**src/rtl/task_dispatcher_pkg.sv**
```systemverilog
// Purpose: shared types and defaults for the task dispatcher slice.
// Latency: n/a (types and constants only).
// Backpressure: n/a.
package dispatch_pkg;

    localparam int TASK_WIDTH_DEFAULT     = 40;
    localparam int FIFO_ADDR_BITS_DEFAULT = 3;
    localparam int NUM_WORKERS_DEFAULT    = 4;

    typedef enum logic [0:0] {
        DISP_EMPTY = 1'b0,
        DISP_HOLD  = 1'b1
    } disp_state_t;

endpackage

```
**src/rtl/task_dispatcher_if.sv**
```systemverilog
// Purpose: bundles the fifo-side and worker-side signals of the task dispatcher.
// Latency: n/a (wires only).
// Backpressure: task_ready per worker; fifo_ren pops the fwft fifo head.
// Ports: master = dispatcher side, slave = fifo/worker environment side.
//   fifo_count/fifo_rdata -> dispatcher, fifo_ren -> fifo,
//   task_valid/task_data -> workers, task_ready -> dispatcher, idle -> monitor.
interface task_dispatcher_if #(
    parameter int WIDTH       = 40,
    parameter int ADDR_BITS   = 3,
    parameter int NUM_WORKERS = 4
);
    logic [ADDR_BITS:0]     fifo_count;
    logic [WIDTH-1:0]       fifo_rdata;
    logic                   fifo_ren;
    logic [NUM_WORKERS-1:0] task_valid;
    logic [WIDTH-1:0]       task_data;
    logic [NUM_WORKERS-1:0] task_ready;
    logic                   idle;

    modport master (
        input  fifo_count, fifo_rdata, task_ready,
        output fifo_ren, task_valid, task_data, idle
    );

    modport slave (
        output fifo_count, fifo_rdata, task_ready,
        input  fifo_ren, task_valid, task_data, idle
    );
endinterface

```
**src/rtl/task_dispatcher_rr_pick.sv**
```systemverilog
// Purpose: round-robin pick of the first unmasked requester after last_i.
// Latency: combinational.
// Backpressure: none; grant_vld_o low when no eligible requester.
// Ports: req_i requests, mask_i excluded requesters, last_i previous grant,
//   grant_vld_o a pick exists, grant_idx_o picked index.
module rr_pick #(
    parameter  int N  = 4,
    localparam int LW = $clog2(N)
) (
    input  logic [N-1:0]  req_i,
    input  logic [N-1:0]  mask_i,
    input  logic [LW-1:0] last_i,
    output logic          grant_vld_o,
    output logic [LW-1:0] grant_idx_o
);
    logic [LW-1:0] cand;

    // Scan last+1, last+2, ... last+N (mod N); last itself is checked last.
    always_comb begin
        grant_vld_o = 1'b0;
        grant_idx_o = '0;
        cand        = '0;
        for (int k = 1; k <= N; k++) begin
            cand = LW'((int'(last_i) + k) % N);
            if (!grant_vld_o && req_i[cand] && !mask_i[cand]) begin
                grant_vld_o = 1'b1;
                grant_idx_o = cand;
            end
        end
    end
endmodule

```
**src/rtl/task_dispatcher.sv**
```systemverilog
// Purpose: drains a fwft task fifo into a one-entry slot offered round-robin to N workers.
// Latency: fifo head present -> task_valid high one clock later; 1 task/cycle sustained.
// Backpressure: slot held until the owner accepts; fifo only popped when the slot frees.
// Ports: clock, reset (sync, active-high); bus (master modport) carries the fifo and
//   worker handshakes plus idle. Optional stats outputs dispatch_total/stall_cycles exist
//   only when TASK_DISPATCHER_STATS_EN is defined.
module task_dispatcher
    import dispatch_pkg::*;
#(
    parameter int WIDTH       = TASK_WIDTH_DEFAULT,
    parameter int ADDR_BITS   = FIFO_ADDR_BITS_DEFAULT,
    parameter int NUM_WORKERS = NUM_WORKERS_DEFAULT
) (
    input  logic clock,
    input  logic reset,
    task_dispatcher_if.master bus
`ifdef TASK_DISPATCHER_STATS_EN
    ,
    output logic [31:0] dispatch_total,
    output logic [31:0] stall_cycles
`endif
);
    localparam int LW = $clog2(NUM_WORKERS);
    localparam logic [0:0] ST_EMPTY = DISP_EMPTY;
    localparam logic [0:0] ST_HOLD  = DISP_HOLD;

    logic [0:0]             state_q, state_d;
    logic [LW-1:0]          owner_q, owner_d;
    logic [LW-1:0]          last_q, last_d;
    logic [WIDTH-1:0]       data_q, data_d;

    logic [NUM_WORKERS-1:0] owner_oh;
    logic                   hold;
    logic                   xfer;
    logic                   load;
    logic                   pick_vld;
    logic [LW-1:0]          pick_idx;

    assign hold     = (state_q == ST_HOLD);
    assign owner_oh = NUM_WORKERS'(1) << owner_q;
    assign xfer     = hold && bus.task_ready[owner_q];

    // In HOLD the current owner is masked so a same-cycle reload goes elsewhere;
    // last_q equals owner_q there, so the scan still starts just after the owner.
    rr_pick #(.N(NUM_WORKERS)) u_pick (
        .req_i       (bus.task_ready),
        .mask_i      (hold ? owner_oh : '0),
        .last_i      (last_q),
        .grant_vld_o (pick_vld),
        .grant_idx_o (pick_idx)
    );

    // Reset gates the pop so a word is never lost to a load that reset discards.
    assign load = !reset && (bus.fifo_count != '0) && pick_vld && (!hold || xfer);

    always_comb begin
        state_d = state_q;
        owner_d = owner_q;
        last_d  = last_q;
        data_d  = data_q;
        if (load) begin
            state_d = ST_HOLD;
            owner_d = pick_idx;
            last_d  = pick_idx;
            data_d  = bus.fifo_rdata;
        end else if (xfer) begin
            state_d = ST_EMPTY;
        end
    end

    always_ff @(posedge clock) begin
        if (reset) begin
            state_q <= ST_EMPTY;
            owner_q <= '0;
            last_q  <= LW'(NUM_WORKERS - 1);
            data_q  <= '0;
        end else begin
            state_q <= state_d;
            owner_q <= owner_d;
            last_q  <= last_d;
            data_q  <= data_d;
        end
    end

    assign bus.fifo_ren   = load;
    assign bus.task_valid = hold ? owner_oh : '0;
    assign bus.task_data  = data_q;
    assign bus.idle       = !hold && (bus.fifo_count == '0);

`ifdef TASK_DISPATCHER_STATS_EN
    logic [31:0] total_q;
    logic [31:0] stall_q;

    always_ff @(posedge clock) begin
        if (reset) begin
            total_q <= '0;
            stall_q <= '0;
        end else begin
            if (xfer && total_q != 32'hFFFF_FFFF) begin
                total_q <= total_q + 32'd1;
            end
            if (hold && !bus.task_ready[owner_q] && stall_q != 32'hFFFF_FFFF) begin
                stall_q <= stall_q + 32'd1;
            end
        end
    end

    assign dispatch_total = total_q;
    assign stall_cycles   = stall_q;
`endif
endmodule

```
**src/flat_wrapper.sv**
```systemverilog
// flat-port wrapper written by rule: the top's interface ports become plain ports
module task_dispatcher_flat import dispatch_pkg::*;
#(
    parameter int WIDTH       = TASK_WIDTH_DEFAULT,
    parameter int ADDR_BITS   = FIFO_ADDR_BITS_DEFAULT,
    parameter int NUM_WORKERS = NUM_WORKERS_DEFAULT
)
  (clock, reset, bus_fifo_count, bus_fifo_rdata, bus_task_ready, bus_fifo_ren, bus_task_valid, bus_task_data, bus_idle);
  task_dispatcher_if #(.WIDTH(WIDTH), .ADDR_BITS(ADDR_BITS), .NUM_WORKERS(NUM_WORKERS)) bus_i ();
  input  logic clock;
  input  logic reset;
  input wire logic [$bits(bus_i.fifo_count)-1:0] bus_fifo_count;
  input wire logic [$bits(bus_i.fifo_rdata)-1:0] bus_fifo_rdata;
  input wire logic [$bits(bus_i.task_ready)-1:0] bus_task_ready;
  output wire logic [$bits(bus_i.fifo_ren)-1:0] bus_fifo_ren;
  output wire logic [$bits(bus_i.task_valid)-1:0] bus_task_valid;
  output wire logic [$bits(bus_i.task_data)-1:0] bus_task_data;
  output wire logic [$bits(bus_i.idle)-1:0] bus_idle;
  assign bus_i.fifo_count = bus_fifo_count;
  assign bus_i.fifo_rdata = bus_fifo_rdata;
  assign bus_i.task_ready = bus_task_ready;
  assign bus_fifo_ren = bus_i.fifo_ren;
  assign bus_task_valid = bus_i.task_valid;
  assign bus_task_data = bus_i.task_data;
  assign bus_idle = bus_i.idle;
  task_dispatcher #(.WIDTH(WIDTH), .ADDR_BITS(ADDR_BITS), .NUM_WORKERS(NUM_WORKERS)) u_core (.clock(clock), .reset(reset), .bus(bus_i));
endmodule
```
**config.mk**
```make
export PLATFORM = sky130hd
export DESIGN_NAME = task_dispatcher_flat
export DESIGN_NICKNAME = d
export VERILOG_FILES = /design/src/rtl/task_dispatcher_pkg.sv /design/src/rtl/task_dispatcher_if.sv /design/src/rtl/task_dispatcher_rr_pick.sv /design/src/rtl/task_dispatcher.sv /design/src/flat_wrapper.sv
export SDC_FILE = /design/constraint.sdc
export NUM_CORES = 1
export LEC_CHECK = 0
export CORE_ASPECT_RATIO = 0.75
export CORE_MARGIN = 3
export CORE_UTILIZATION = 35
export CTS_BUF_LIST = sky130_fd_sc_hd__clkbuf_4
export CTS_CLUSTER_SIZE = 20
export DETAILED_ROUTE_END_ITERATION = 6
export GPL_TIMING_DRIVEN = 0
export PLACE_DENSITY_LB_ADDON = 0.05
export SLEW_MARGIN = 10
export SYNTH_ARGS = -nofsm -noshare
export SYNTH_HDL_FRONTEND = slang
export SYNTH_SLANG_ARGS = --single-unit
```
**constraint.sdc**
```tcl
create_clock -name clock -period 3.4 [get_ports clock]
set_clock_uncertainty 0.1 [all_clocks]
set_input_delay 0.51 -clock clock [delete_from_list [all_inputs] [get_ports clock]]
set_output_delay 0.51 -clock clock [all_outputs]
set_load 0.05 [all_outputs]
```
==> reports/metrics.yaml, run 1 <==
detailed_routing:
  ant_nets: 0
  wl_met2_um: 2160
  wirelength_um: 5430
  drt-wirelength-per-cell_um: 12.9
  maxUsedRoutingLayer: "met4"
  met1_length_um: 2670
  dr.pass1.iters: 4
  vias: 1971
  wl_met3_um: 555
  vias_per_cell: 4.67
  drtIter0Drc: 67
  drc: 0
clock_network:
  clk_latency_ns: 0.35
  cts-root-buf: "clkbuf_4"
  clkSlewWorstSetupHoldPaths_ns: 0.11
  cts_tree: "built"
  cts_buffers: 5
  cts_hold_buf: 0
  htreeDepth: 2
  post_cts_buffers: 0
  cts_buffer_depth: 2
  clkSinkCount: 45
critical_path:
  cp-end-kind: "output port"
  crit_arrival_ns: 2.56
  critPathLaunchType: "input port"
  worst_r2r_startpoint: "u_core.hold$_SDFFE_PP0P_"
  crit_fanout: 10
  worstPathRequired_ns: 2.79
  r2r_end: "u_core.owner_q[0]$_SDFFE_PP0P_"
  regToRegSetupSlack_ns: 1.32
  reg2reg_depth: 6
  critical_path_class: "in -> out"
timing:
  slew_viol_final: 0
  hold_violations: 0
  finalSetupViolCount: 0
  period_minus_slack_ns: 3.17
  worst_pin_slew_ns: 0.529
  relSlewSlack: 0.646
  max_freq_mhz: 315
  whs_ns: 0.380
  finalCritPeriodShare: 0.933
  grt_setup_unrepaired: "no"
floorplan:
  initial_core_util: 0.371
  dieArea_um2: 6790
  core_area_um2: 5500
  die_w_um: 94.1
  row_count: 23
  ios: 96
  die_h_um: 72.1
synthesis:
  synth_cell_types: 40
  ys_ff_latch: 45
  synth_edf_count: 0
  synthFlopType: "dfxtp_1"
  postSynthCellCount: 248
  async_reset_ff_frac: 0
  syn_nets: 298
  syn_area_um2: 2040
  yosysSeqAreaShare: 0.442
  synth_warnings: 0
  synth_area_per_cell_um2: 8.22
global_route:
  grt.total_usage: 0.163
  grt_max_degree: 14
  grt_remaining_overflow: 0
  grt_pass1_vias: 1889
  grt_pass1_wl_um: 8830
  antenna_found_initial: 0
placed_design:
  place_hpwl_um: 4020
  gp_congestion: 0.818
  portBuffers: 92
  placed_area_um2: 3050
final_layout:
  final_nets: 397
  layout-drive-gt1-share: 0.0778
  synthToLayoutAreaGrowth_pct: 53.1
  antenna_cells: 0
  stdcell_area_um2: 3120
status:
  outcome: "finished, final reports clean"
pwr:
  peakVddDrop_mv: 0.284
  p_leak_nw: 1.33
  p_per_area_nw_per_um2: 655
flow_run:
  cap_violations: 0
worst_hold_path:
  whs_endpoint: "u_core.bus.task_data[5]$_SDFFE_PP0P_"
  hold_depth: 2
  hp-start: "u_core.bus.task_data[5]$_SDFFE_PP0P_"
  hold_path_class: "reg -> reg"
-- placed cells by master (no fill, tap or decap), types with 2 or more instances in the layout --
master | netlist | routed
inv_1 | 5 | 5
nor2_1 | 7 | 7
clkbuf_1 | 12 | 12
mux2i_1 | 3 | 3
o21ai_1 | 2 | 2
buf_2 | 4 | 4
a21oi_1 | 4 | 4
clkdlybuf4s50_1 | 0 | 91
nand3b_1 | 42 | 42
a31oi_1 | 3 | 3
dfxtp_1 | 45 | 45
nand2_1 | 83 | 83
o21ai_0 | 2 | 2
mux4_2 | 2 | 2
nand3_1 | 5 | 5
buf_4 | 2 | 2
clkbuf_4 | 0 | 5
xnor2_1 | 2 | 2
a211oi_1 | 2 | 2
-- area by class of cell --
| class | instances | area (µm²) |
|---|---|---|
| flip-flops and latches | 45 | 901 |
| well taps | 75 | 93.8 |
| plain buffers | 20 | 95.1 |
| repair buffers | 92 | 916 |
| fillers | 527 | 2370 |
| multi-input cells | 177 | 1020 |
| inverters | 6 | 22.5 |
| clock buffers | 5 | 37.5 |
| clock inverters | 2 | 35.0 |
-- state kept, by name, indices dropped and copies added (netlist names) --
register and count:
u_core.bus.task_data 40, u_core.last_q 2, u_core.owner_q 2, u_core.hold 1
-- cell families after synthesis --
logic type	Yosys count	share of synthesized area
AO/OA/AOI/OAI	21	0.0755
XOR/XNOR	2	0.00859
buffers and inverters	26	0.0577
flip-flops	45	0.442
multiplexers	6	0.0423
AND/OR/NAND/NOR	148	0.374
-- cell usage after synthesis (3+ instances only) --
cell / count / area (µm²)
nand2_1: 83 / 312
dfxtp_1: 45 / 901
nand3b_1: 42 / 315
clkbuf_1: 12 / 45.0
nor2_1: 7 / 26.3
inv_1: 5 / 18.8
nand3_1: 5 / 25.0
a21oi_1: 4 / 20.0
buf_2: 4 / 20.0
a31oi_1: 3 / 18.8
mux2i_1: 3 / 30.0
-- worst max-delay path: stages --
cell	delay, ns
clkdlybuf4s50_1	0.59
mux2i_1	0.10
a31oi_1	0.33
o211ai_2	0.26
inv_2	0.21
buf_2	0.25
clkbuf_2	0.31
-- repair_timing --
item | in CTS | in global routing
hold endpoints to repair | 0 | 0
resized for setup | 1 | 2
endpoints found under the setup margin | 1 | 1
pin swaps | 0 | 0
-- stage by stage --
step | utilization | setup TNS [ns] | total power [mW] | std cells | worst slack, ns
final | 0.568 | 0 | 2.05 | 422 | 0.228
after global routing | 0.568 | 0 | 2.17 | 422 | 0.122
after CTS | 0.569 | 0 | 2.07 | 422 | 0.0109
after detailed placement | 0.556 | -0.260 | 1.75 | 415 | -0.260
after global placement | 0.556 | -0.256 | 1.74 | 415 | -0.256
after floorplan | - | 0 | 1.41 | 248 | 1.10
-- power by group --
group          switching [mW]  internal, mW  total (mW)  leakage, nW
clock network           0.163         0.150       0.313       0.0410
registers              0.0577         0.638       0.696        0.375
logic                   0.655         0.382        1.04        0.917
total                   0.876          1.17        2.05         1.33
-- worst max path at each step --
stage	start	to	slack, ns	cells past startpoint
CTS	bus_task_ready[3]	bus_fifo_ren	0.01	7
global route	bus_task_ready[3]	bus_fifo_ren	0.12	7
finish	bus_task_ready[3]	bus_fifo_ren	0.23	7
detailed placement	bus_task_ready[3]	bus_fifo_ren	-0.26	7
floorplan	bus_task_ready[2]	bus_fifo_ren	1.10	6
global placement	bus_task_ready[3]	bus_fifo_ren	-0.26	7
-- per-layer routing --
metal | track usage | vias to the layer above
met2 | 0.226 | 65
li1 | - | 1028
met4 | 0.0401 | 0
met5 | 0 | -
met3 | 0.0725 | 5
met1 | 0.232 | 873
(Power assumes the default switching activity.)
==> run 2, diff against run 1 <==
--- a/config.mk
+++ b/config.mk
@@ -13,7 +13,6 @@
 export DETAILED_ROUTE_END_ITERATION = 6
 export GPL_TIMING_DRIVEN = 0
 export PLACE_DENSITY_LB_ADDON = 0.05
-export SLEW_MARGIN = 10
 export SYNTH_ARGS = -nofsm -noshare
 export SYNTH_HDL_FRONTEND = slang
 export SYNTH_SLANG_ARGS = --single-unit
==> results of run 2 <==
Same layout as run 1: the final DEF is identical, and so are final timing and power.
